$ cat config.mk
export PLATFORM = sky130hd
export DESIGN_NAME = df_qp_edge_seq
export DESIGN_NICKNAME = d
export VERILOG_FILES = /design/src/rtl/df_qp_edge_seq.sv
export SDC_FILE = /design/constraint.sdc
export NUM_CORES = 1
export LEC_CHECK = 0
export ABC_AREA = 1
export CAP_MARGIN = 30
export CORE_ASPECT_RATIO = 1.4
export CORE_UTILIZATION = 50
export CTS_CLUSTER_DIAMETER = 30
export DETAILED_ROUTE_END_ITERATION = 6
export GPL_TIMING_DRIVEN = 0
export PLACE_DENSITY = 0.8
export SYNTH_ARGS = -nofsm -noshare
export SYNTH_HDL_FRONTEND = slang
export SYNTH_SLANG_ARGS = --single-unit
$ cat constraint.sdc
create_clock -name clk -period 8 [get_ports clk]
set_input_delay 1.6 -clock clk [delete_from_list [all_inputs] [get_ports clk]]
set_output_delay 1.6 -clock clk [all_outputs]
set_load 0.03 [all_outputs]
$ cat src/rtl/df_qp_edge_seq.sv
// Deblocking-filter edge sequencer: walks the MB edges in filter order and presents qPav/indexA/indexB per edge.
// Build option: define DF_QP_CHROMA_EDGES_EN to emit the four chroma edges as well (default: 8 luma edges only).
module df_qp_edge_seq (
    input  logic       clk,
    input  logic       reset_n,
    input  logic       start_of_MB_DF,
    input  logic [5:0] QPy,
    input  logic [5:0] QPc,
    input  logic [5:0] QPy_addrA,
    input  logic [5:0] QPc_addrA,
    input  logic [5:0] QPy_addrB,
    input  logic [5:0] QPc_addrB,
    input  logic [7:0] mb_num_h_DF,
    input  logic [7:0] mb_num_v_DF,
    input  logic [1:0] disable_deblocking_filter_idc,
    input  logic [4:0] FilterOffsetA,
    input  logic [4:0] FilterOffsetB,
    input  logic       edge_ready,
    output logic       edge_valid,
    output logic       edge_dir,
    output logic [1:0] edge_idx,
    output logic       edge_chroma,
    output logic [5:0] qPav,
    output logic [5:0] indexA,
    output logic [5:0] indexB,
    output logic       edge_filter_en,
    output logic       busy,
    output logic       end_of_MB_DF
);

    typedef enum logic [1:0] {IDLE, LOAD, EDGE, DONE} state_t;

    typedef struct packed {
        logic [5:0] qpy;
        logic [5:0] qpc;
        logic [5:0] qpy_a;
        logic [5:0] qpc_a;
        logic [5:0] qpy_b;
        logic [5:0] qpc_b;
        logic       h_zero;
        logic       v_zero;
        logic [1:0] idc;
        logic [4:0] off_a;
        logic [4:0] off_b;
    } cfg_t;

`ifdef DF_QP_CHROMA_EDGES_EN
    localparam logic [3:0] LAST_EDGE = 4'd11;
    localparam logic       CHROMA_EN = 1'b1;
`else
    localparam logic [3:0] LAST_EDGE = 4'd7;
    localparam logic       CHROMA_EN = 1'b0;
`endif

    function automatic logic [5:0] clip_index(input logic [5:0] qp, input logic [4:0] offset);
        logic signed [7:0] idx_sum;
        idx_sum = $signed({2'b00, qp}) + $signed({{3{offset[4]}}, offset});
        if (idx_sum < 8'sd0)       clip_index = 6'd0;
        else if (idx_sum > 8'sd51) clip_index = 6'd51;
        else                       clip_index = idx_sum[5:0];
    endfunction

    state_t     state_q, state_d;
    logic [3:0] cnt_q, cnt_d;
    cfg_t       cfg_q, cfg_d;

    logic       edge_valid_q, edge_valid_d;
    logic       edge_dir_q, edge_dir_d;
    logic [1:0] edge_idx_q, edge_idx_d;
    logic       edge_chroma_q, edge_chroma_d;
    logic [5:0] qpav_q, qpav_d;
    logic [5:0] index_a_q, index_a_d;
    logic [5:0] index_b_q, index_b_d;
    logic       filter_en_q, filter_en_d;
    logic       busy_q, busy_d;
    logic       end_q, end_d;

    logic       handshake;
    logic       is_chroma;
    logic [5:0] qpp, qpq;
    logic [6:0] qp_sum;
    logic       first_vert, first_horz;

    assign handshake = edge_valid_q && edge_ready;

    // NOTE: every variable assigned in an always_comb gets a default first so no path leaves it unassigned (no latch).
    always_comb begin
        state_d = state_q;
        cnt_d   = cnt_q;
        cfg_d   = cfg_q;
        case (state_q)
            IDLE: if (start_of_MB_DF) state_d = LOAD;
            LOAD: begin
                cfg_d.qpy    = QPy;
                cfg_d.qpc    = QPc;
                cfg_d.qpy_a  = QPy_addrA;
                cfg_d.qpc_a  = QPc_addrA;
                cfg_d.qpy_b  = QPy_addrB;
                cfg_d.qpc_b  = QPc_addrB;
                cfg_d.h_zero = (mb_num_h_DF == 8'd0);
                cfg_d.v_zero = (mb_num_v_DF == 8'd0);
                cfg_d.idc    = disable_deblocking_filter_idc;
                cfg_d.off_a  = FilterOffsetA;
                cfg_d.off_b  = FilterOffsetB;
                cnt_d        = 4'd0;
                state_d      = EDGE;
            end
            EDGE: begin
                if (handshake) begin
                    if (cnt_q == LAST_EDGE) begin
                        cnt_d   = 4'd0;
                        state_d = DONE;
                    end else begin
                        cnt_d = cnt_q + 4'd1;
                    end
                end
            end
            DONE:    state_d = IDLE;
            default: state_d = IDLE;
        endcase
    end

    // Outputs are registered from the next-state view, so the payload lines up with edge_valid.
    // Counter values 0-7 are luma (LV0..3, LH0..3), 8-11 chroma (CV0, CV1, CH0, CH1).
    always_comb begin
        is_chroma  = cnt_d[3];
        qpq        = is_chroma ? cfg_d.qpc : cfg_d.qpy;
        first_vert = (cnt_d == 4'd0) || (cnt_d == 4'd8);
        first_horz = (cnt_d == 4'd4) || (cnt_d == 4'd10);
        case (cnt_d)
            4'd0:    qpp = cfg_d.qpy_a;
            4'd4:    qpp = cfg_d.qpy_b;
            4'd8:    qpp = cfg_d.qpc_a;
            4'd10:   qpp = cfg_d.qpc_b;
            default: qpp = qpq;
        endcase
        qp_sum = {1'b0, qpp} + {1'b0, qpq} + 7'd1;

        edge_valid_d  = (state_d == EDGE);
        busy_d        = (state_d != IDLE);
        end_d         = (state_d == DONE);
        edge_dir_d    = 1'b0;
        edge_idx_d    = 2'd0;
        edge_chroma_d = 1'b0;
        qpav_d        = 6'd0;
        index_a_d     = 6'd0;
        index_b_d     = 6'd0;
        filter_en_d   = 1'b0;
        if (edge_valid_d) begin
            edge_dir_d    = is_chroma ? cnt_d[1] : cnt_d[2];
            edge_idx_d    = is_chroma ? {1'b0, cnt_d[0]} : cnt_d[1:0];
            edge_chroma_d = is_chroma && CHROMA_EN;
            qpav_d        = qp_sum[6:1];
            index_a_d     = clip_index(qp_sum[6:1], cfg_d.off_a);
            index_b_d     = clip_index(qp_sum[6:1], cfg_d.off_b);
            filter_en_d   = (cfg_d.idc != 2'd1)
                            && !(first_vert && cfg_d.h_zero)
                            && !(first_horz && cfg_d.v_zero);
        end
    end

    // NOTE: sequential state uses non-blocking assignments so all flops update together on the edge.
    always_ff @(posedge clk or negedge reset_n) begin
        if (!reset_n) begin
            state_q       <= IDLE;
            cnt_q         <= 4'd0;
            cfg_q         <= '0;
            edge_valid_q  <= 1'b0;
            edge_dir_q    <= 1'b0;
            edge_idx_q    <= 2'd0;
            edge_chroma_q <= 1'b0;
            qpav_q        <= 6'd0;
            index_a_q     <= 6'd0;
            index_b_q     <= 6'd0;
            filter_en_q   <= 1'b0;
            busy_q        <= 1'b0;
            end_q         <= 1'b0;
        end else begin
            state_q       <= state_d;
            cnt_q         <= cnt_d;
            cfg_q         <= cfg_d;
            edge_valid_q  <= edge_valid_d;
            edge_dir_q    <= edge_dir_d;
            edge_idx_q    <= edge_idx_d;
            edge_chroma_q <= edge_chroma_d;
            qpav_q        <= qpav_d;
            index_a_q     <= index_a_d;
            index_b_q     <= index_b_d;
            filter_en_q   <= filter_en_d;
            busy_q        <= busy_d;
            end_q         <= end_d;
        end
    end

    assign edge_valid     = edge_valid_q;
    assign edge_dir       = edge_dir_q;
    assign edge_idx       = edge_idx_q;
    assign edge_chroma    = edge_chroma_q;
    assign qPav           = qpav_q;
    assign indexA         = index_a_q;
    assign indexB         = index_b_q;
    assign edge_filter_en = filter_en_q;
    assign busy           = busy_q;
    assign end_of_MB_DF   = end_q;

endmodule

==> impl_metrics.env <==
export IMPL_yosys_area_top_type_share_pct=46.4
export IMPL_worst_skew_pair_late_latency_ns=0.34
export IMPL_grt_usage_pct=25.8
export IMPL_finalWorstPathRequiredPeriod_ns=6.07
export IMPL_ctsLongestPathBuffers=2
export IMPL_dp_slack_ns=1.72
export IMPL_timing_fmax_mhz=165
export IMPL_final_critical_path_setup_slack_ns=1.93
export IMPL_globalplace_congestion=0.871
export IMPL_mostFrequentLayoutCells="sky130_fd_sc_hd__nand2_1 (221), sky130_fd_sc_hd__clkdlybuf4s50_1 (91), sky130_fd_sc_hd__dfrtp_1 (81)"
export IMPL_die_span_in_x_um=81.0
export IMPL_utilization_pct=67.4
export IMPL_wl_per_cell_um=14.3
export IMPL_synth_nets=634
export IMPL_routed_wl_um=10800
export IMPL_final_antenna_net_count=0
export IMPL_r2r_start="state_q[0]$_DFF_PN0_"
export IMPL_critical_path_top_cell_by_count="sky130_fd_sc_hd__inv_1"
export IMPL_global_route_overflow_total=0
export IMPL_tns_ns=0
export IMPL_required_ns=8.25
export IMPL_setup_viol=0
export IMPL_cp_data_arrival_time_ns=6.33
export IMPL_worst_case_headroom_to_the_max_slew_limit_pct=61.7
export IMPL_share_of_final_layout_standard_cells_stronger_than_drive_strength_1_pct=8.47
export IMPL_floorplan_core_area_um2=8560
export IMPL_maximum_number_of_pins_on_one_net_before_global_route_repair=46
export IMPL_die_area_um2=9130
export IMPL_synthArstFlopShare_pct=100
export IMPL_reg2reg_setup_slack_ns=2.81
export IMPL_placement_io_buffers=92
export IMPL_flow_area_growth_from_synthesis_pct=31.9
export IMPL_whs_ns=0.468
export IMPL_critical_path_peak_fanout=9
export IMPL_primary_flip_flop_cell_chosen_by_synthesis_mapping="sky130_fd_sc_hd__dfrtp_1"
export IMPL_synth_seq_cells=81
export IMPL_worst_hold_path_endpoint="cfg_q[49]$_DFF_PN0_"
export IMPL_rsz_0062_raised_after_global_routing="no"
export IMPL_synth_edf_count=0
export IMPL_yosysWarningCount=0
export IMPL_htree_levels=3
export IMPL_clock_tree_root_cell="sky130_fd_sc_hd__clkbuf_16"
export IMPL_drt_pass1_iterations=7
export IMPL_cts_made_buffers=9
export IMPL_vias_per_cell=5.24
export IMPL_status="finished, violations left"
export IMPL_post_cts_buffers=0
export IMPL_die_height_um=113
export IMPL_post_synth_top_area_cell="sky130_fd_sc_hd__dfrtp_1"
export IMPL_timing_setup_critical_path_class="in -> reg"
export IMPL_layout_cells_most_common="sky130_fd_sc_hd__nand2_1"
export IMPL_cts_tree="yes"
export IMPL_dp_final_hpwl_um=8130
export IMPL_cts_resized_gates=0
export IMPL_cts_reportedPaths_clkPinSlew_ns=0.06
export IMPL_max_cap_viol_count=0
export IMPL_finalHoldViolCount=0
export IMPL_worstSetupEndpointType="flop"
export IMPL_critical_path_max_stage_delay_ns=0.56
export IMPL_dr_first_iter_drc_count=191
export IMPL_via_count_of_the_first_global_routing_pass=3946
export IMPL_post_synth_cell_area_avg_um2=8.10
export IMPL_finalNetCount=738
export IMPL_starting_density_pct=51.1
export IMPL_remaining_drcs=1
export IMPL_worstMarginPinSlew_ns=0.574
export IMPL_postCtsHoldBufs=0
export IMPL_worst_clock_skew_ns=0.00673
export IMPL_ratio_of_final_minimum_period_to_clock_period_pct=75.9
export IMPL_hold_path_cell_count=2
export IMPL_worst_reg_to_reg_cells=32
export IMPL_total_via_count_in_the_routed_design=3950
export IMPL_grt_antenna_before_repair=0
export IMPL_regToRegEndpoint="indexB[2]$_DFF_PN0_"
export IMPL_crit_path_start_kind="primary input"
export IMPL_holdCritPathClass="reg -> reg"
export IMPL_sequential_share_of_the_synthesized_area_pct=46.4
export IMPL_grt_pass1_wl_um=17500
export IMPL_finalMaxSlewViolations=0
export IMPL_violations="design-rule violations"
export IMPL_antennaDiodeCount=0
export IMPL_io_pins=94
export IMPL_synthCells=540
export IMPL_synth_area_top_cells="sky130_fd_sc_hd__dfrtp_1 (46%), sky130_fd_sc_hd__nand2_1 (19%), sky130_fd_sc_hd__ha_1 (6.6%)"
export IMPL_cts_sinks=81
export IMPL_cpMaxStageDelayCell="sky130_fd_sc_hd__clkdlybuf4s50_1"
export IMPL_rows=40
export IMPL_post_synth_num_cell_types=39
export IMPL_synth_cell_area_um2=4370
export IMPL_min_delay_start="cfg_q[49]$_DFF_PN0_"
synthesized netlist by cell type (2+ instances only):
cell type,number
sky130_fd_sc_hd__fa_1,3
sky130_fd_sc_hd__inv_2,4
sky130_fd_sc_hd__inv_1,50
sky130_fd_sc_hd__nand2_1,221
sky130_fd_sc_hd__nand3_4,2
sky130_fd_sc_hd__nor2_4,6
sky130_fd_sc_hd__nand3_2,3
sky130_fd_sc_hd__nor2_1,27
sky130_fd_sc_hd__dfrtp_1,81
sky130_fd_sc_hd__ha_1,23
sky130_fd_sc_hd__nand3_1,16
sky130_fd_sc_hd__nor2_2,6
sky130_fd_sc_hd__xor2_1,5
sky130_fd_sc_hd__o21ai_0,17
sky130_fd_sc_hd__nor3_1,8
sky130_fd_sc_hd__nor4_1,3
sky130_fd_sc_hd__nand4_1,7
sky130_fd_sc_hd__buf_1,2
sky130_fd_sc_hd__clkbuf_1,3
sky130_fd_sc_hd__buf_2,6
sky130_fd_sc_hd__mux2_2,2
sky130_fd_sc_hd__xnor2_1,3
sky130_fd_sc_hd__a21oi_1,16
sky130_fd_sc_hd__a31oi_1,8
sky130_fd_sc_hd__nand2_2,4
final cells by class:
cell class | instances | area [um2]
plain buffers | 13 | 67.6
clock buffers | 14 | 264
clock inverters | 2 | 60.1
fillers | 683 | 2790
inverters | 56 | 215
multi-input cells | 390 | 2060
flip-flops and latches | 81 | 2030
well taps | 105 | 131
repair buffers | 93 | 938
metrics by stage:
stage                     cell area [um2]  cells
after detailed placement             5440    738
final                                5770    754
after CTS                            5770    754
after global placement               5430    737
after global routing                 5770    754
after floorplan                      4370    540
sequential cells by signal (all words and copies together), names as in the netlist:
signal and count:
busy 1, cfg_q 50, cnt_q 4, edge_dir 1
edge_filter_en 1, edge_idx 2, edge_valid 1, end_of_MB_DF 1
indexA 6, indexB 6, qPav 6, state_q 2
worst max-delay path: cells and delay by family:
| family | cells | cell delay (ns) |
|---|---|---|
| AO/OA/AOI/OAI | 5 | 1.02 |
| adder cells (fa/ha/maj) | 2 | 0.61 |
| buffers and inverters | 6 | 0.95 |
| AND/OR/NAND/NOR | 14 | 2.14 |
worst max path at each step:
stage / from / endpoint / slack, ns
global placement: edge_ready / indexB[2]$_DFF_PN0_ / 1.95
detailed placement: edge_ready / indexB[3]$_DFF_PN0_ / 1.72
CTS: edge_ready / indexB[3]$_DFF_PN0_ / 2.02
global route: edge_ready / indexB[2]$_DFF_PN0_ / 1.56
finish: edge_ready / indexB[2]$_DFF_PN0_ / 1.93
floorplan: edge_ready / indexB[2]$_DFF_PN0_ / 2.99
logic make-up (layout without fill, tap and decap cells):
family                     Yosys count  after routing  synth area share, %
adders and majority gates           26             26                 7.95
muxes                                2              2                0.515
xor gates and xnor gates             8              8                 1.60
other                                1              1               0.0858
buffers and inverters               69            178                 6.47
DFF                                 81             81                 46.4
AOI/OAI and AO/OA                   44             44                 5.52
and+or+nand+nor                    309            309                 31.5
metal layers:
metal / part of all wire (%) / global-route usage [%] / vias up
met2: 54 / 45.8 / 129
met4: 3.7 / 15.1 / 0
met1: 38 / 26.9 / 1872
met3: 4.6 / 5.85 / 30
li1: - / - / 1919
met5: 0 / 0 / -
Power is not shown: default switching activity piles up to over one toggle a cycle in this logic, so the estimate is an artifact.
